### src/rtl/alu_issue_ctrl_if.sv
// Request, ALU operand/result and response signals between the issue controller
// and its surroundings. The controller uses the slave modport.
interface alu_issue_ctrl_if;
    logic        req_valid;
    logic        req_ready;
    logic [31:0] req_instr;
    logic [31:0] req_rs1;
    logic [31:0] req_rs2;
    logic [31:0] alu_op1;
    logic [31:0] alu_op2;
    logic [2:0]  alu_funct3;
    logic        alu_funct7;
    logic [31:0] adder_rsv;
    logic [31:0] shifter_rsv;
    logic [31:0] comparator_rsv;
    logic        rsp_valid;
    logic        rsp_ready;
    logic [4:0]  rsp_rd;
    logic [31:0] rsp_data;
    logic        rsp_we;
    logic        rsp_illegal;

    modport slave (
        input  req_valid, req_instr, req_rs1, req_rs2,
        input  adder_rsv, shifter_rsv, comparator_rsv, rsp_ready,
        output req_ready, alu_op1, alu_op2, alu_funct3, alu_funct7,
        output rsp_valid, rsp_rd, rsp_data, rsp_we, rsp_illegal
    );

    modport master (
        output req_valid, req_instr, req_rs1, req_rs2,
        output adder_rsv, shifter_rsv, comparator_rsv, rsp_ready,
        input  req_ready, alu_op1, alu_op2, alu_funct3, alu_funct7,
        input  rsp_valid, rsp_rd, rsp_data, rsp_we, rsp_illegal
    );
endinterface

### src/rtl/alu_issue_ctrl.sv
// ALU issue controller: decodes an OP/OP-IMM request, holds operands on the ALU
// for a programmable settle time, then returns the selected result with rd.
module alu_issue_ctrl #(
    parameter int unsigned EXEC_CYCLES = 1
) (
    input logic            clk,
    input logic            reset,
    alu_issue_ctrl_if.slave bus
);
    typedef enum logic [1:0] {IDLE, EXEC, RESP} state_t;

    // Settle cycles plus the final sampling cycle give EXEC_CYCLES+1 latency.
    localparam logic [3:0] CNT_LOAD = 4'(EXEC_CYCLES);

    state_t      state;
    logic [3:0]  cnt;
    logic [4:0]  rd_q;
    logic        illegal_q;

    logic [6:0]  opcode;
    logic [2:0]  dec_f3;
    logic        is_op;
    logic        is_imm;
    logic        legal;
    logic [31:0] dec_op2;
    logic        dec_f7;
    logic [31:0] sel_result;
    logic        accept;

    assign bus.req_ready = (state == IDLE) && !reset;
    assign accept        = bus.req_valid && bus.req_ready;

    always_comb begin
        opcode  = bus.req_instr[6:0];
        dec_f3  = bus.req_instr[14:12];
        is_op   = (opcode == 7'b0110011);
        is_imm  = (opcode == 7'b0010011);
        legal   = is_op || is_imm;
        dec_op2 = '0;
        dec_f7  = 1'b0;
        if (is_op) begin
            dec_op2 = bus.req_rs2;
            dec_f7  = bus.req_instr[30];
        end else if (is_imm) begin
            if (dec_f3 == 3'b001 || dec_f3 == 3'b101)
                dec_op2 = {27'd0, bus.req_instr[24:20]};
            else
                dec_op2 = {{20{bus.req_instr[31]}}, bus.req_instr[31:20]};
            // Only the right-shift immediates carry the arithmetic bit; there is no SUBI.
            dec_f7 = (dec_f3 == 3'b101) && bus.req_instr[30];
        end
    end

    always_comb begin
        sel_result = '0;
        case (bus.alu_funct3)
            3'b001, 3'b101: sel_result = bus.shifter_rsv;
            3'b010, 3'b011: sel_result = bus.comparator_rsv;
            default:        sel_result = bus.adder_rsv;
        endcase
    end

    always_ff @(posedge clk) begin
        if (reset) begin
            state           <= IDLE;
            cnt             <= '0;
            rd_q            <= '0;
            illegal_q       <= 1'b0;
            bus.alu_op1     <= '0;
            bus.alu_op2     <= '0;
            bus.alu_funct3  <= '0;
            bus.alu_funct7  <= 1'b0;
            bus.rsp_valid   <= 1'b0;
            bus.rsp_rd      <= '0;
            bus.rsp_data    <= '0;
            bus.rsp_we      <= 1'b0;
            bus.rsp_illegal <= 1'b0;
        end else begin
            case (state)
                IDLE: begin
                    if (accept) begin
                        bus.alu_op1    <= legal ? bus.req_rs1 : '0;
                        bus.alu_op2    <= dec_op2;
                        bus.alu_funct3 <= legal ? dec_f3 : '0;
                        bus.alu_funct7 <= dec_f7;
                        rd_q           <= bus.req_instr[11:7];
                        illegal_q      <= !legal;
                        cnt            <= CNT_LOAD;
                        state          <= EXEC;
                    end
                end
                EXEC: begin
                    if (cnt == '0) begin
                        bus.rsp_data    <= illegal_q ? '0 : sel_result;
                        bus.rsp_rd      <= rd_q;
                        bus.rsp_we      <= !illegal_q && (rd_q != '0);
                        bus.rsp_illegal <= illegal_q;
                        bus.rsp_valid   <= 1'b1;
                        state           <= RESP;
                    end else begin
                        cnt <= cnt - 4'd1;
                    end
                end
                RESP: begin
                    if (bus.rsp_ready) begin
                        bus.rsp_valid <= 1'b0;
                        state         <= IDLE;
                    end
                end
                default: state <= IDLE;
            endcase
        end
    end
endmodule

### src/flat_wrapper.sv
// flat-port wrapper written by rule: the top's interface ports become plain ports
module alu_issue_ctrl_flat 
#(
    parameter int unsigned EXEC_CYCLES = 1
)
  (clk, reset, bus_req_valid, bus_req_instr, bus_req_rs1, bus_req_rs2, bus_adder_rsv, bus_shifter_rsv, bus_comparator_rsv, bus_rsp_ready, bus_req_ready, bus_alu_op1, bus_alu_op2, bus_alu_funct3, bus_alu_funct7, bus_rsp_valid, bus_rsp_rd, bus_rsp_data, bus_rsp_we, bus_rsp_illegal);
  alu_issue_ctrl_if bus_i ();
  input logic clk;
  input logic reset;
  input wire logic [$bits(bus_i.req_valid)-1:0] bus_req_valid;
  input wire logic [$bits(bus_i.req_instr)-1:0] bus_req_instr;
  input wire logic [$bits(bus_i.req_rs1)-1:0] bus_req_rs1;
  input wire logic [$bits(bus_i.req_rs2)-1:0] bus_req_rs2;
  input wire logic [$bits(bus_i.adder_rsv)-1:0] bus_adder_rsv;
  input wire logic [$bits(bus_i.shifter_rsv)-1:0] bus_shifter_rsv;
  input wire logic [$bits(bus_i.comparator_rsv)-1:0] bus_comparator_rsv;
  input wire logic [$bits(bus_i.rsp_ready)-1:0] bus_rsp_ready;
  output wire logic [$bits(bus_i.req_ready)-1:0] bus_req_ready;
  output wire logic [$bits(bus_i.alu_op1)-1:0] bus_alu_op1;
  output wire logic [$bits(bus_i.alu_op2)-1:0] bus_alu_op2;
  output wire logic [$bits(bus_i.alu_funct3)-1:0] bus_alu_funct3;
  output wire logic [$bits(bus_i.alu_funct7)-1:0] bus_alu_funct7;
  output wire logic [$bits(bus_i.rsp_valid)-1:0] bus_rsp_valid;
  output wire logic [$bits(bus_i.rsp_rd)-1:0] bus_rsp_rd;
  output wire logic [$bits(bus_i.rsp_data)-1:0] bus_rsp_data;
  output wire logic [$bits(bus_i.rsp_we)-1:0] bus_rsp_we;
  output wire logic [$bits(bus_i.rsp_illegal)-1:0] bus_rsp_illegal;
  assign bus_i.req_valid = bus_req_valid;
  assign bus_i.req_instr = bus_req_instr;
  assign bus_i.req_rs1 = bus_req_rs1;
  assign bus_i.req_rs2 = bus_req_rs2;
  assign bus_i.adder_rsv = bus_adder_rsv;
  assign bus_i.shifter_rsv = bus_shifter_rsv;
  assign bus_i.comparator_rsv = bus_comparator_rsv;
  assign bus_i.rsp_ready = bus_rsp_ready;
  assign bus_req_ready = bus_i.req_ready;
  assign bus_alu_op1 = bus_i.alu_op1;
  assign bus_alu_op2 = bus_i.alu_op2;
  assign bus_alu_funct3 = bus_i.alu_funct3;
  assign bus_alu_funct7 = bus_i.alu_funct7;
  assign bus_rsp_valid = bus_i.rsp_valid;
  assign bus_rsp_rd = bus_i.rsp_rd;
  assign bus_rsp_data = bus_i.rsp_data;
  assign bus_rsp_we = bus_i.rsp_we;
  assign bus_rsp_illegal = bus_i.rsp_illegal;
  alu_issue_ctrl #(.EXEC_CYCLES(EXEC_CYCLES)) u_core (.clk(clk), .reset(reset), .bus(bus_i));
endmodule
### config.mk
export PLATFORM = sky130hd
export DESIGN_NAME = alu_issue_ctrl_flat
export DESIGN_NICKNAME = d
export VERILOG_FILES = /design/src/rtl/alu_issue_ctrl_if.sv /design/src/rtl/alu_issue_ctrl.sv /design/src/flat_wrapper.sv
export SDC_FILE = /design/constraint.sdc
export NUM_CORES = 1
export LEC_CHECK = 0
export BUFFER_PORTS_ARGS = -buffer_cell sky130_fd_sc_hd__buf_4
export CAP_MARGIN = 40
export CORE_AREA = 8 8 114 116
export CTS_CLUSTER_SIZE = 12
export DETAILED_ROUTE_END_ITERATION = 7
export DIE_AREA = 0 0 122 124
export PLACE_DENSITY = 0.79
export SLEW_MARGIN = 20
export SYNTH_ARGS = -nofsm -noshare
export SYNTH_HDL_FRONTEND = slang
export SYNTH_SLANG_ARGS = --single-unit
### constraint.sdc
create_clock -name clk -period 2.2 [get_ports clk]
set_input_delay 0.55 -clock clk [delete_from_list [all_inputs] [get_ports clk]]
set_output_delay 0.55 -clock clk [all_outputs]
set_load 0.05 [all_outputs]
Word level (Yosys, flattened, before mapping)

Index checks and enable logic that the tools add are counted.
W data, S select, Z words.

Reduce and logical (&&, ||, !) cells: 21
Muxes and demuxes: 19
Add/subtract/negate cells: 1
Equality and inequality tests: 14

Operators with widths:

| kind                  | number |
|---|---|
| $mux W32              | 5 |
| $pmux W32 S2          | 1 |
| $reduce_and A3 Y1     | 3 |
| $mux W4               | 2 |
| $pmux W4 S2           | 1 |
| $eq A7 B5 Y1 const B  | 1 |
| $eq A7 B6 Y1 const B  | 1 |
| $eq A3 B1 Y1 const B  | 2 |
| $eq A3 B2 Y1 const B  | 2 |
| $eq A3 B3 Y1 const B  | 2 |
| $mux W2               | 3 |
| $pmux W2 S3           | 1 |
| $reduce_bool A5 Y1    | 1 |
| $logic_and A1 B1 Y1   | 4 |
| $logic_not A4 Y1      | 1 |
| $mux W1               | 4 |
| $ne A2 B1 Y1 const B  | 2 |
| $ne A2 B2 Y1 const B  | 2 |
| $reduce_and A2 Y1     | 2 |
| $reduce_bool A2 Y1    | 2 |
| $reduce_or A2 Y1      | 2 |
| $sub A4 B1 Y4 const B | 1 |
| $logic_not A1 Y1      | 3 |
| $mux W3               | 1 |
| other kinds (5)       | 6 |

Input port bits: 196
Logic and storage cells: 68
Bits in registers: 120

Depth between registers and ports, before layout

Gate-level depths: netlist (run 1).

Word-level depth: 5
Gate-level depth with buffers: 7
Gate-level depth less buffers: 6

Worst setup path before layout (run 1)

OpenSTA, ideal clock, no wires.

Kind: input port to output port
From: input reset
To: output bus_req_ready
Arrival time: 1790 ps
Cell stages on the path: 2
Slack: -140 ps
Data required time: 1650 ps
Cells stage by stage: clkbuf_1 -> nor3_1

Longest elaborated chain between the ends: 2

Ends and longest elaborated chain:

| item                | RTL line             | source |
|---|---|---|
| start, declared     | flat_wrapper.sv:9    | `input logic reset;` |
| $logic_not A1 Y1    | alu_issue_ctrl.sv:30 | `assign bus.req_ready = (state == IDLE) && !reset;` |
| $logic_and A1 B1 Y1 | alu_issue_ctrl.sv:30 |  |
| end, declared       | flat_wrapper.sv:18   | `output wire logic [$bits(bus_i.req_ready)-1:0] bus_req_ready;` |

Every way passes these cells.

Worst setup path after layout (run 1)

From: register u_core.cnt[0]
To: register u_core.bus.rsp_data[2]

Longest elaborated chain between the ends: 2

Ends and longest elaborated chain:

| item                        | RTL line                | source |
|---|---|---|
| start, declared             | alu_issue_ctrl.sv:16    | `logic [3:0] cnt;` |
| start signal, assigned      | alu_issue_ctrl.sv:101   | `cnt <= cnt - 4'd1;` |
| $logic_not A4 Y1            | alu_issue_ctrl.sv:93    | `if (cnt == '0) begin` |
| $reduce_and A2 Y1 (no line) | -                       |  |
| end signal, assigned        | alu_issue_ctrl.sv:94    | `bus.rsp_data <= illegal_q ? '0 : sel_result;` |
| end, declared               | alu_issue_ctrl_if.sv:27 | `output rsp_valid, rsp_rd, rsp_data, rsp_we, rsp_illegal` |

Every way passes these cells.
A chain may end at the register's enable or synchronous reset.

==> impl_metrics.env, run 1 <==
export IMPL_finalHoldViolCount=0
export IMPL_p_switching_uw=1430
export IMPL_place_gp_congestion=0.841
export IMPL_postCtsResizedCells=0
export IMPL_first_iter_violations=348
export IMPL_die_y_um=124
export IMPL_crit_path_max_incr_delay_ns=0.53
export IMPL_min_from="bus_req_instr[25]"
export IMPL_critPathBufInv=1
export IMPL_cts_setup_buffers=0
export IMPL_crit_type="reg2reg"
export IMPL_fin_crit_ns=1.81
export IMPL_design_core_area_mm2=0.0112
export IMPL_seq_area_frac_synth_pct=52.2
export IMPL_grt_start_max_net_pins=38
export IMPL_clkPwrFrac_pct=49.5
export IMPL_die_w_um=122
export IMPL_worstHoldPathType="in2reg"
export IMPL_slowest_stage="or3_4"
export IMPL_path_clk_slew_ns=0.05
export IMPL_ant_nets=0
export IMPL_fin_skew_ns=0.00653
export IMPL_syn_area_mm2=0.00460
export IMPL_internal_power_uw=4640
export IMPL_r2r_slack_ns=0.39
export IMPL_p_per_area_mw_per_mm2=794
export IMPL_fin_crit_sh_pct=82.4
export IMPL_dp_hpwl_um=14200
export IMPL_status="finished, final reports clean"
export IMPL_num_rows=39
export IMPL_cts_buffer_depth=2
export IMPL_ios=305
export IMPL_drt_pass1_iter_count=4
export IMPL_drc=0
export IMPL_r2r_cells=6
export IMPL_clock_latency_ns=0.41
export IMPL_required_ns=2.53
export IMPL_grt_antenna_before_repair=0
export IMPL_seq_power_share_pct=37.4
export IMPL_whs_endpoint="u_core.bus.alu_op2[5]"
export IMPL_clockRootBuffer="clkbuf_16"
export IMPL_syn_to_final_growth_pct=66.1
export IMPL_viasPerCell=5.28
export IMPL_io_buffers=299
export IMPL_finalSetupTns_ns=0
export IMPL_cts_tree="built"
export IMPL_antennaDiodeCount=0
export IMPL_slew_headroom_pct=42.2
export IMPL_comb_power_share_pct=13.1
export IMPL_cp_top_family="simple AND/OR/NAND/NOR gates"
export IMPL_start_kind="flip-flop"
export IMPL_slew_viol_final=0
export IMPL_peakVddDrop_mv=0.675
export IMPL_end_kind="flip-flop"
export IMPL_vias=5002
export IMPL_wl_um=18600
export IMPL_synth_cell_types=37
export IMPL_crit_fanout=33
export IMPL_htreeDepth=4
export IMPL_worstPathArrival_ns=2.14
export IMPL_setup_violations=0
export IMPL_timing_rr_start="u_core.cnt[0]"
export IMPL_synth_nets=698
export IMPL_initial_core_util_pct=41.2
export IMPL_grt_pass1_vias=5143
export IMPL_detail_route_wl_per_cell_um=19.6
export IMPL_ctsHoldBuffers=0
export IMPL_fin_nets=988
export IMPL_numCtsBuffers=17
export IMPL_rsz0062_at_grt="false"
export IMPL_cts_num_sinks=120
export IMPL_ys_seq_elements=120
export IMPL_layout_drive_gt1_share_pct=44.8
export IMPL_swShare_pct=23.6
export IMPL_syn_instance_count=501
export IMPL_p_leak_uw=0.00355
export IMPL_worst_pin_slew_ns=0.866
export IMPL_path_cells="inv_1 -> ha_1 -> nor3b_4 -> nand2_2 -> or3_4 -> o21ai_0"
export IMPL_fmaxAchievable_mhz=552
export IMPL_syn_area_per_cell_um2=9.19
export IMPL_hold_slack_ns=0.346
export IMPL_grt_pass1_wl_um=27400
export IMPL_cap_violations=0
export IMPL_grt_usage_pct=23.4
export IMPL_r2r_end="u_core.bus.rsp_data[2]"
export IMPL_holdPathStages=2
export IMPL_dieArea_mm2=0.0151
export IMPL_globalRoute_totalOverflow=0
export IMPL_synth_warnings=0
cell usage in the layout, fill, tap and decap left out, drive strengths merged, types with 2 or more instances in the layout:
cell type / count
a22o: 68
nand2: 78
a21oi: 68
clkinv: 5
a21o: 4
or3b: 3
nor3: 5
and2: 2
bufinv: 5
nor2b: 4
clkinvlp: 3
dfxtp: 120
xor2: 2
and3: 3
nor2: 8
buf: 313
inv: 3
a32o: 4
clkbuf: 19
mux2i: 5
nand3: 8
a221o: 3
nor3b: 3
o21ai: 59
final cells by class:
cell class | count | area (µm²)
fillers | 861 | 3530
flip-flops and latches | 120 | 2400
repair buffers | 313 | 2370
multi-input cells | 336 | 2030
clock buffers | 19 | 443
clock inverters | 13 | 201
well taps | 143 | 179
inverters | 3 | 11.3
cells in the mapped netlist, drive strengths merged:
master  count  area, µm²
dfxtp     120       2400
nand2      78        295
a21oi      68        340
a22o       68        596
o21ai      59        295
clkbuf     32        120
buf        10       71.3
nand3       8       40.0
nor2        8       30.0
mux2i       5       50.1
nor3        5       30.0
a21o        4       30.0
a32o        4       40.0
nor2b       4       25.0
a221o       3       30.0
and3        3       18.8
inv         3       11.3
nor3b       3       38.8
or3b        3       26.3
and2        2       12.5
xor2        2       17.5
a211oi      1       7.51
and4        1       8.76
and4b       1       10.0
ha          1       12.5
mux2        1       11.3
nand3b      1       7.51
nand4       1       6.26
or3         1       11.3
or4         1       7.51
cell families (layout without fill, tap and decap cells):
logic type / Yosys count / in the layout / synth area share, %
adders and majority gates: 1 / 1 / 0.272
DFF: 120 / 120 / 52.2
xor gates and xnor gates: 2 / 2 / 0.381
and+or+nand+nor: 120 / 120 / 12.3
buffers and inverters: 45 / 348 / 4.40
muxes: 6 / 6 / 1.33
AOI/OAI and AO/OA: 207 / 207 / 29.1
power by group through the flow:
stage | Sequential (µW) | Clock (µW) | Combinational (µW)
2_1_floorplan | 2450 | 0 | 229
3_3_place_gp | 2310 | 0 | 772
3_5_place_dp | 2320 | 0 | 792
4_1_cts | 2270 | 3040 | 797
5_1_grt | 2280 | 3150 | 846
6_report | 2270 | 3010 | 796
layer usage:
layer,up-vias,global-route usage [%],wire length (µm)
met5,-,0,0
met4,0,10.4,359
met3,25,10.1,2210
met2,258,40.9,9230
met1,2329,24.1,6760
li1,2390,-,-
worst register-to-register path: cells and delay by family, from the launching register on:
kind / cells / cell delay (ns)
simple gates: 3 / 0.91
flops: 1 / 0.32
buf+inv: 1 / 0.08
fa+ha+maj: 1 / 0.19
compound gates: 1 / 0.24
state kept, by name, summed over array words and instances, names as in the netlist:
register,count
u_core.bus.alu_op2,32
u_core.bus.rsp_we,1
u_core.bus.rsp_rd,5
u_core.illegal_q,1
u_core.bus.alu_funct3,3
u_core.bus.rsp_valid,1
u_core.cnt,4
u_core.bus.alu_op1,32
u_core.bus.rsp_illegal,1
u_core.rd_q,5
u_core.bus.rsp_data,32
u_core.bus.alu_funct7,1
u_core.state,2
metrics by stage:
stage	area (µm²)	utilization, %	setup WS [ns]	total power (µW)	std cells
final	7640	68.4	0.388	6070	947
after floorplan	4610	-	0.286	2680	501
after global placement	6990	62.6	0.0539	3080	915
after CTS	7640	68.4	0.373	6110	947
after global routing	7640	68.4	0.203	6270	947
after detailed placement	7000	62.6	0.183	3110	915
how the worst max path moves through the flow:
| stage | start | to | slack, ns | cells after the start |
|---|---|---|---|---|
| floorplan | reset | bus_req_ready | 0.29 | 2 |
| global placement | bus_req_instr[12] | u_core.bus.alu_op2[21] | 0.05 | 5 |
| detailed placement | bus_req_instr[12] | u_core.bus.alu_op2[27] | 0.18 | 5 |
| CTS | u_core.cnt[0] | u_core.bus.rsp_data[2] | 0.37 | 6 |
| global route | u_core.cnt[0] | u_core.bus.rsp_data[2] | 0.20 | 6 |
| finish | u_core.cnt[0] | u_core.bus.rsp_data[2] | 0.39 | 6 |
Note: power is estimated with default switching activity, not from simulation.
==> inputs of run 2 (changes only) <==
--- a/config.mk
+++ b/config.mk
@@ -7,11 +7,11 @@
 export LEC_CHECK = 0
 export BUFFER_PORTS_ARGS = -buffer_cell sky130_fd_sc_hd__buf_4
 export CAP_MARGIN = 40
-export CORE_AREA = 8 8 114 116
+export CORE_AREA = 8 8 120 122
 export CTS_CLUSTER_SIZE = 12
 export DETAILED_ROUTE_END_ITERATION = 7
-export DIE_AREA = 0 0 122 124
-export PLACE_DENSITY = 0.79
+export DIE_AREA = 0 0 128 130
+export PLACE_DENSITY = 0.75
 export SLEW_MARGIN = 20
 export SYNTH_ARGS = -nofsm -noshare
 export SYNTH_HDL_FRONTEND = slang
==> constraint.sdc (replaced) <==
create_clock -name clk -period 1.45 [get_ports clk]
set_input_delay 0.3625 -clock clk [delete_from_list [all_inputs] [get_ports clk]]
set_output_delay 0.3625 -clock clk [all_outputs]
set_load 0.05 [all_outputs]
==> run 2 against run 1 <==
The flow now finishes with violations (setup timing); wire length up 3.5%; total power increased by 51%; via count rose by 3.8%; combinational power is 76% higher; clock power grew 44%; die area grew 10%; sequential power is 52% higher; sequential share of layout area fell by 1.8 points; utilization shrank 2.7 points; register-to-register slack got worse by 0.53 ns; critical endpoint is now bus_req_ready; largest power group unchanged.
==> impl_metrics.env, run 2 (synthesis results as in run 1) <==
export IMPL_fin_crit_sh_pct=112
export IMPL_worst_pin_slew_ns=0.331
export IMPL_num_rows=41
export IMPL_htreeDepth=4
export IMPL_cts_tree="built"
export IMPL_start_kind="flip-flop"
export IMPL_dp_hpwl_um=14200
export IMPL_crit_path_max_incr_delay_ns=0.33
export IMPL_first_iter_violations=234
export IMPL_grt_pass1_wl_um=28200
export IMPL_mostFrequentLayoutCell="buf_4"
export IMPL_critPathLaunch="u_core.state[1]"
export IMPL_crit_fanout=3
export IMPL_fin_nets=1022
export IMPL_vias=5193
export IMPL_viasPerCell=5.14
export IMPL_end_kind="primary output"
export IMPL_design_core_area_mm2=0.0124
export IMPL_fin_area_mm2=0.00816
export IMPL_power_uw=9170
export IMPL_peakVddDrop_mv=0.806
export IMPL_numCtsBuffers=17
export IMPL_syn_to_final_growth_pct=77.2
export IMPL_wl_um=19200
export IMPL_finalHoldViolCount=0
export IMPL_grt_start_max_net_pins=38
export IMPL_setup_ws_ns=-0.173
export IMPL_rsz0062_at_grt="true"
export IMPL_p_leak_uw=0.00378
export IMPL_initial_core_util_pct=37.1
export IMPL_fillCellCount=1006
export IMPL_slew_viol_final=0
export IMPL_fin_crit_ns=1.62
export IMPL_grt_usage_pct=21.8
export IMPL_globalRoute_totalOverflow=0
export IMPL_seqCellArea_mm2=0.00241
export IMPL_crit_type="reg2out"
export IMPL_drt_pass1_iter_count=4
export IMPL_dieArea_mm2=0.0166
export IMPL_cts_num_sinks=120
export IMPL_place_area_mm2=0.00724
export IMPL_io_buffers=299
export IMPL_die_y_um=130
export IMPL_p_per_area_mw_per_mm2=1120
export IMPL_grt_pass1_vias=5427
export IMPL_fmaxAchievable_mhz=616
export IMPL_clockRootBuffer="clkbuf_16"
export IMPL_drc=0
export IMPL_ctsHoldBuffers=0
export IMPL_layout_drive_gt1_share_pct=50.4
export IMPL_worstHoldPathType="in2reg"
export IMPL_path_cells="buf_6 -> buf_6 -> nor3_4 -> buf_6"
export IMPL_timing_rr_start="u_core.state[1]"
export IMPL_detail_route_wl_per_cell_um=19.0
export IMPL_grt_antenna_before_repair=0
export IMPL_clock_latency_ns=0.41
export IMPL_required_ns=1.09
export IMPL_slew_headroom_pct=77.9
export IMPL_final_util_pct=65.7
export IMPL_min_from="bus_req_instr[25]"
export IMPL_status="finished with violations"
export IMPL_cts_buffer_depth=2
export IMPL_worstPathArrival_ns=1.26
export IMPL_fin_skew_ns=0.00707
export IMPL_place_gp_congestion=0.863
export IMPL_slowest_stage="dfxtp_2"
export IMPL_multi_input_area_mm2=0.00216
export IMPL_ant_nets=0
export IMPL_final_cell_mix="326 x buf_4, 113 x dfxtp_1, 77 x nand2_1, 68 x a22o_1, 66 x a21oi_1"
export IMPL_ios=305
export IMPL_die_w_um=128
export IMPL_cp_common_cell="buf_6"
export IMPL_violations="setup timing"
export IMPL_setup_violations=47
export IMPL_antennaDiodeCount=0
export IMPL_cap_violations=0
export IMPL_path_clk_slew_ns=0.05
export IMPL_largestRegisters="u_core.bus.alu_op1 (32), u_core.bus.alu_op2 (32), u_core.bus.rsp_data (32)"
==> run 2: cell count changes in the layout (fill, tap and decap cells not counted), sizes merged <==
cell / delta
buf: +28
clkbuf: +4
or3: +3
bufinv: -2
nor2: +1
inv: +1
clkinv: -1
==> run 2: layer usage <==
layer	vias up	track usage, %	share of wire (%)
li1	2476	-	-
met1	2403	21.5	36
met2	273	37.8	49
met3	41	10.9	12
met4	0	10.2	2.7
met5	-	0	0
==> run 2: what timing repair did <==
item	in CTS	in global routing
gates cloned	2	4
buffers inserted	1	12
gates resized for setup	11	37
endpoints found under the hold margin	0	0
setup endpoints to repair	100	104
pin swaps	2	41
==> run 2: worst max-delay path: cells and delay by family (launching register included) <==
family	cells	cell delay [ns]
DFF	1	0.33
buffers and inverters	3	0.41
and+or+nand+nor	1	0.11
==> run 2: worst paths after layout <==
path	endpoint	slack, ns	cells after the start
max	bus_req_ready	-0.17	4
min	u_core.bus.alu_op2[5]	0.15	2
max reg2reg	u_core.bus.alu_op2[9]	-0.14	6
min reg2reg	u_core.bus.rsp_data[14]	0.45	2
==> run 2: metrics by stage <==
stage          hold WS, ns  setup WS, ns  TNS (ns)  cells
2_1_floorplan        0.444        -0.217     -6.97    501
3_3_place_gp         0.437        -0.291    -15.70    959
3_5_place_dp         0.443        -0.344    -20.11    959
4_1_cts              0.130        -0.181     -8.14    994
5_1_grt              0.140        -0.231     -6.94   1010
6_report             0.148        -0.173     -2.33   1010
==> run 2: final cells by class <==
cell class / instances / share of cell area (%)
repair buffers: 343 / 33.6
flip-flops and latches: 120 / 29.6
multi-input cells: 340 / 26.5
clock buffers: 21 / 5.77
well taps: 172 / 2.64
clock inverters: 11 / 1.78
inverters: 3 / 0.138
==> run 2: power breakdown <==
| group | switching (µW) | internal, µW | leakage, µW |
|---|---|---|---|
| Clock | 1480 | 2830 | 0.000295 |
| Combinational | 704 | 699 | 0.00251 |
| Sequential | 58.7 | 3390 | 0.000974 |
==> inputs of run 3 (changes only) <==
--- a/config.mk
+++ b/config.mk
@@ -7,11 +7,11 @@
 export LEC_CHECK = 0
 export BUFFER_PORTS_ARGS = -buffer_cell sky130_fd_sc_hd__buf_4
 export CAP_MARGIN = 40
-export CORE_AREA = 8 8 120 122
+export CORE_AREA = 8 8 114 116
 export CTS_CLUSTER_SIZE = 12
 export DETAILED_ROUTE_END_ITERATION = 7
-export DIE_AREA = 0 0 128 130
-export PLACE_DENSITY = 0.75
+export DIE_AREA = 0 0 122 124
+export PLACE_DENSITY = 0.79
 export SLEW_MARGIN = 20
 export SYNTH_ARGS = -nofsm -noshare
 export SYNTH_HDL_FRONTEND = slang
==> constraint.sdc (replaced) <==
create_clock -name clk -period 2 [get_ports clk]
set_input_delay 0.5 -clock clk [delete_from_list [all_inputs] [get_ports clk]]
set_output_delay 0.5 -clock clk [all_outputs]
set_load 0.05 [all_outputs]
==> run 3 against run 2 <==
The flow now finishes without violations; total power fell by 33%; utilization rose by 2.1 points; critical endpoint is now u_core.bus.rsp_data[2]; design area fell by 7.2%; global-route usage rose by 1.1 points; largest power group unchanged; largest cell class unchanged; cell count fell by 6.1%; first-iteration DRC count rose by 65%.
==> impl_metrics.env, run 3 (synthesis results as in run 1) <==
export IMPL_globalRoute_totalOverflow=0
export IMPL_final_cell_mix="310 x buf_4, 120 x dfxtp_1, 77 x nand2_1, 68 x a22o_1, 67 x a21oi_1"
export IMPL_cts_buffer_depth=2
export IMPL_end_kind="flip-flop"
export IMPL_slew_headroom_pct=42.8
export IMPL_drc=0
export IMPL_dp_cells=916
export IMPL_ctsHoldBuffers=0
export IMPL_die_w_um=122
export IMPL_gr_usage_met2_pct=38.8
export IMPL_finalHoldViolCount=0
export IMPL_numCtsBuffers=17
export IMPL_clock_latency_ns=0.40
export IMPL_fin_crit_sh_pct=91.2
export IMPL_start_kind="flip-flop"
export IMPL_first_iter_violations=386
export IMPL_path_clk_slew_ns=0.05
export IMPL_grt_use_met3_pct=10.5
export IMPL_cts_tree="built"
export IMPL_multi_input_area_mm2=0.00203
export IMPL_initial_core_util_pct=41.2
export IMPL_mostFrequentLayoutCell="buf_4"
export IMPL_fin_crit_ns=1.82
export IMPL_viasPerCell=5.28
export IMPL_layout_drive_gt1_share_pct=44.6
export IMPL_slew_viol_final=0
export IMPL_grt_pass1_wl_um=26800
export IMPL_worst_pin_slew_ns=0.858
export IMPL_antennaDiodeCount=0
export IMPL_swShare_pct=24.7
export IMPL_internal_power_uw=4640
export IMPL_syn_to_final_growth_pct=64.6
export IMPL_fillCellCount=871
export IMPL_seqCellArea_mm2=0.00240
export IMPL_grt_busiest_layer="met2"
export IMPL_crit_type="reg2reg"
export IMPL_power_uw=6160
export IMPL_io_buffers=299
export IMPL_largestRegisters="u_core.bus.alu_op1 (32), u_core.bus.alu_op2 (32), u_core.bus.rsp_data (32)"
export IMPL_dp_hpwl_um=14000
export IMPL_design_core_area_mm2=0.0112
export IMPL_ios=305
export IMPL_status="finished, final reports clean"
export IMPL_p_leak_uw=0.00353
export IMPL_fin_nets=989
export IMPL_die_y_um=124
export IMPL_place_gp_congestion=0.832
export IMPL_num_rows=39
export IMPL_grt_usage_pct=22.9
export IMPL_detail_route_wl_per_cell_um=19.0
export IMPL_cap_violations=0
export IMPL_wl_um=18000
export IMPL_worstHoldPathType="in2reg"
export IMPL_peakVddDrop_mv=0.579
export IMPL_comb_power_share_pct=14.3
export IMPL_grt_pass1_vias=4991
export IMPL_seq_power_share_pct=40.6
export IMPL_cts_setup_buffers=0
export IMPL_ant_nets=0
export IMPL_fin_skew_ns=0.00497
export IMPL_clkPwrFrac_pct=45.1
export IMPL_grt_antenna_before_repair=0
export IMPL_p_switching_uw=1520
export IMPL_postCtsResizedCells=0
export IMPL_cts_num_sinks=120
export IMPL_drt_pass1_iter_count=5
export IMPL_finalSetupTns_ns=0
export IMPL_grt_start_max_net_pins=37
export IMPL_crit_fanout=33
export IMPL_htreeDepth=4
export IMPL_use_met1_pct=24.0
export IMPL_p_per_area_mw_per_mm2=813
export IMPL_fmaxAchievable_mhz=548
export IMPL_instances_no_fill=948
export IMPL_vias=5010
export IMPL_rsz0062_at_grt="false"
export IMPL_clockRootBuffer="clkbuf_16"
export IMPL_setup_violations=0
export IMPL_worstPathArrival_ns=2.15
export IMPL_dieArea_mm2=0.0151
export IMPL_required_ns=2.33
[run 3: cell type report]
class                   instances  share of cell area (%)
repair buffers                314                    31.8
flip-flops and latches        120                    31.7
multi-input cells             336                    26.8
clock buffers                  22                    6.13
well taps                     143                    2.36
clock inverters                10                    1.02
inverters                       3                   0.149
[run 3: path summary, 6_finish.rpt]
path | startpoint | to | slack (ns) | depth (start not counted)
setup / recovery | u_core.cnt[0] | u_core.bus.rsp_data[2] | 0.18 | 6
hold / removal | bus_req_instr[25] | u_core.bus.alu_op2[5] | 0.29 | 2
setup reg to reg | u_core.cnt[0] | u_core.bus.rsp_data[2] | 0.18 | 6
hold reg to reg | u_core.bus.rsp_data[23] | u_core.bus.rsp_data[23] | 0.45 | 2
[run 3: per-stage QoR]
step           utilization, %  hold slack [ns]  cell area (µm²)  setup WS, ns
2_1_floorplan               -            0.444             4610         0.186
3_3_place_gp             62.9            0.435             7030       -0.0734
3_5_place_dp             62.9            0.443             7030       0.00939
4_1_cts                  67.8            0.276             7570         0.179
5_1_grt                  67.8            0.275             7570        0.0582
6_report                 67.8            0.293             7570         0.177
[run 3: routing by layer]
| metal | share of wire [%] | up-vias | wire [µm] |
|---|---|---|---|
| li1 | - | 2395 | - |
| met3 | 12 | 29 | 2120 |
| met5 | 0 | - | 0 |
| met1 | 37 | 2321 | 6640 |
| met4 | 2.6 | 0 | 477 |
| met2 | 49 | 265 | 8770 |
[run 3: critical path: stages (launching register included)]
cell	delay [ns]
dfxtp_1	0.32
inv_1	0.08
ha_1	0.19
nor3b_4	0.24
nand2_2	0.17
or3_4	0.54
o21ai_0	0.21
[run 3: power groups by stage]
stage               clock (µW)  sequential (µW)  combinational (µW)
finish                    2780             2500                 884
global placement             0             2540                 864
CTS                       2830             2500                 884
global route              2960             2500                 937
detailed placement           0             2550                 882
floorplan                    0             2700                 252
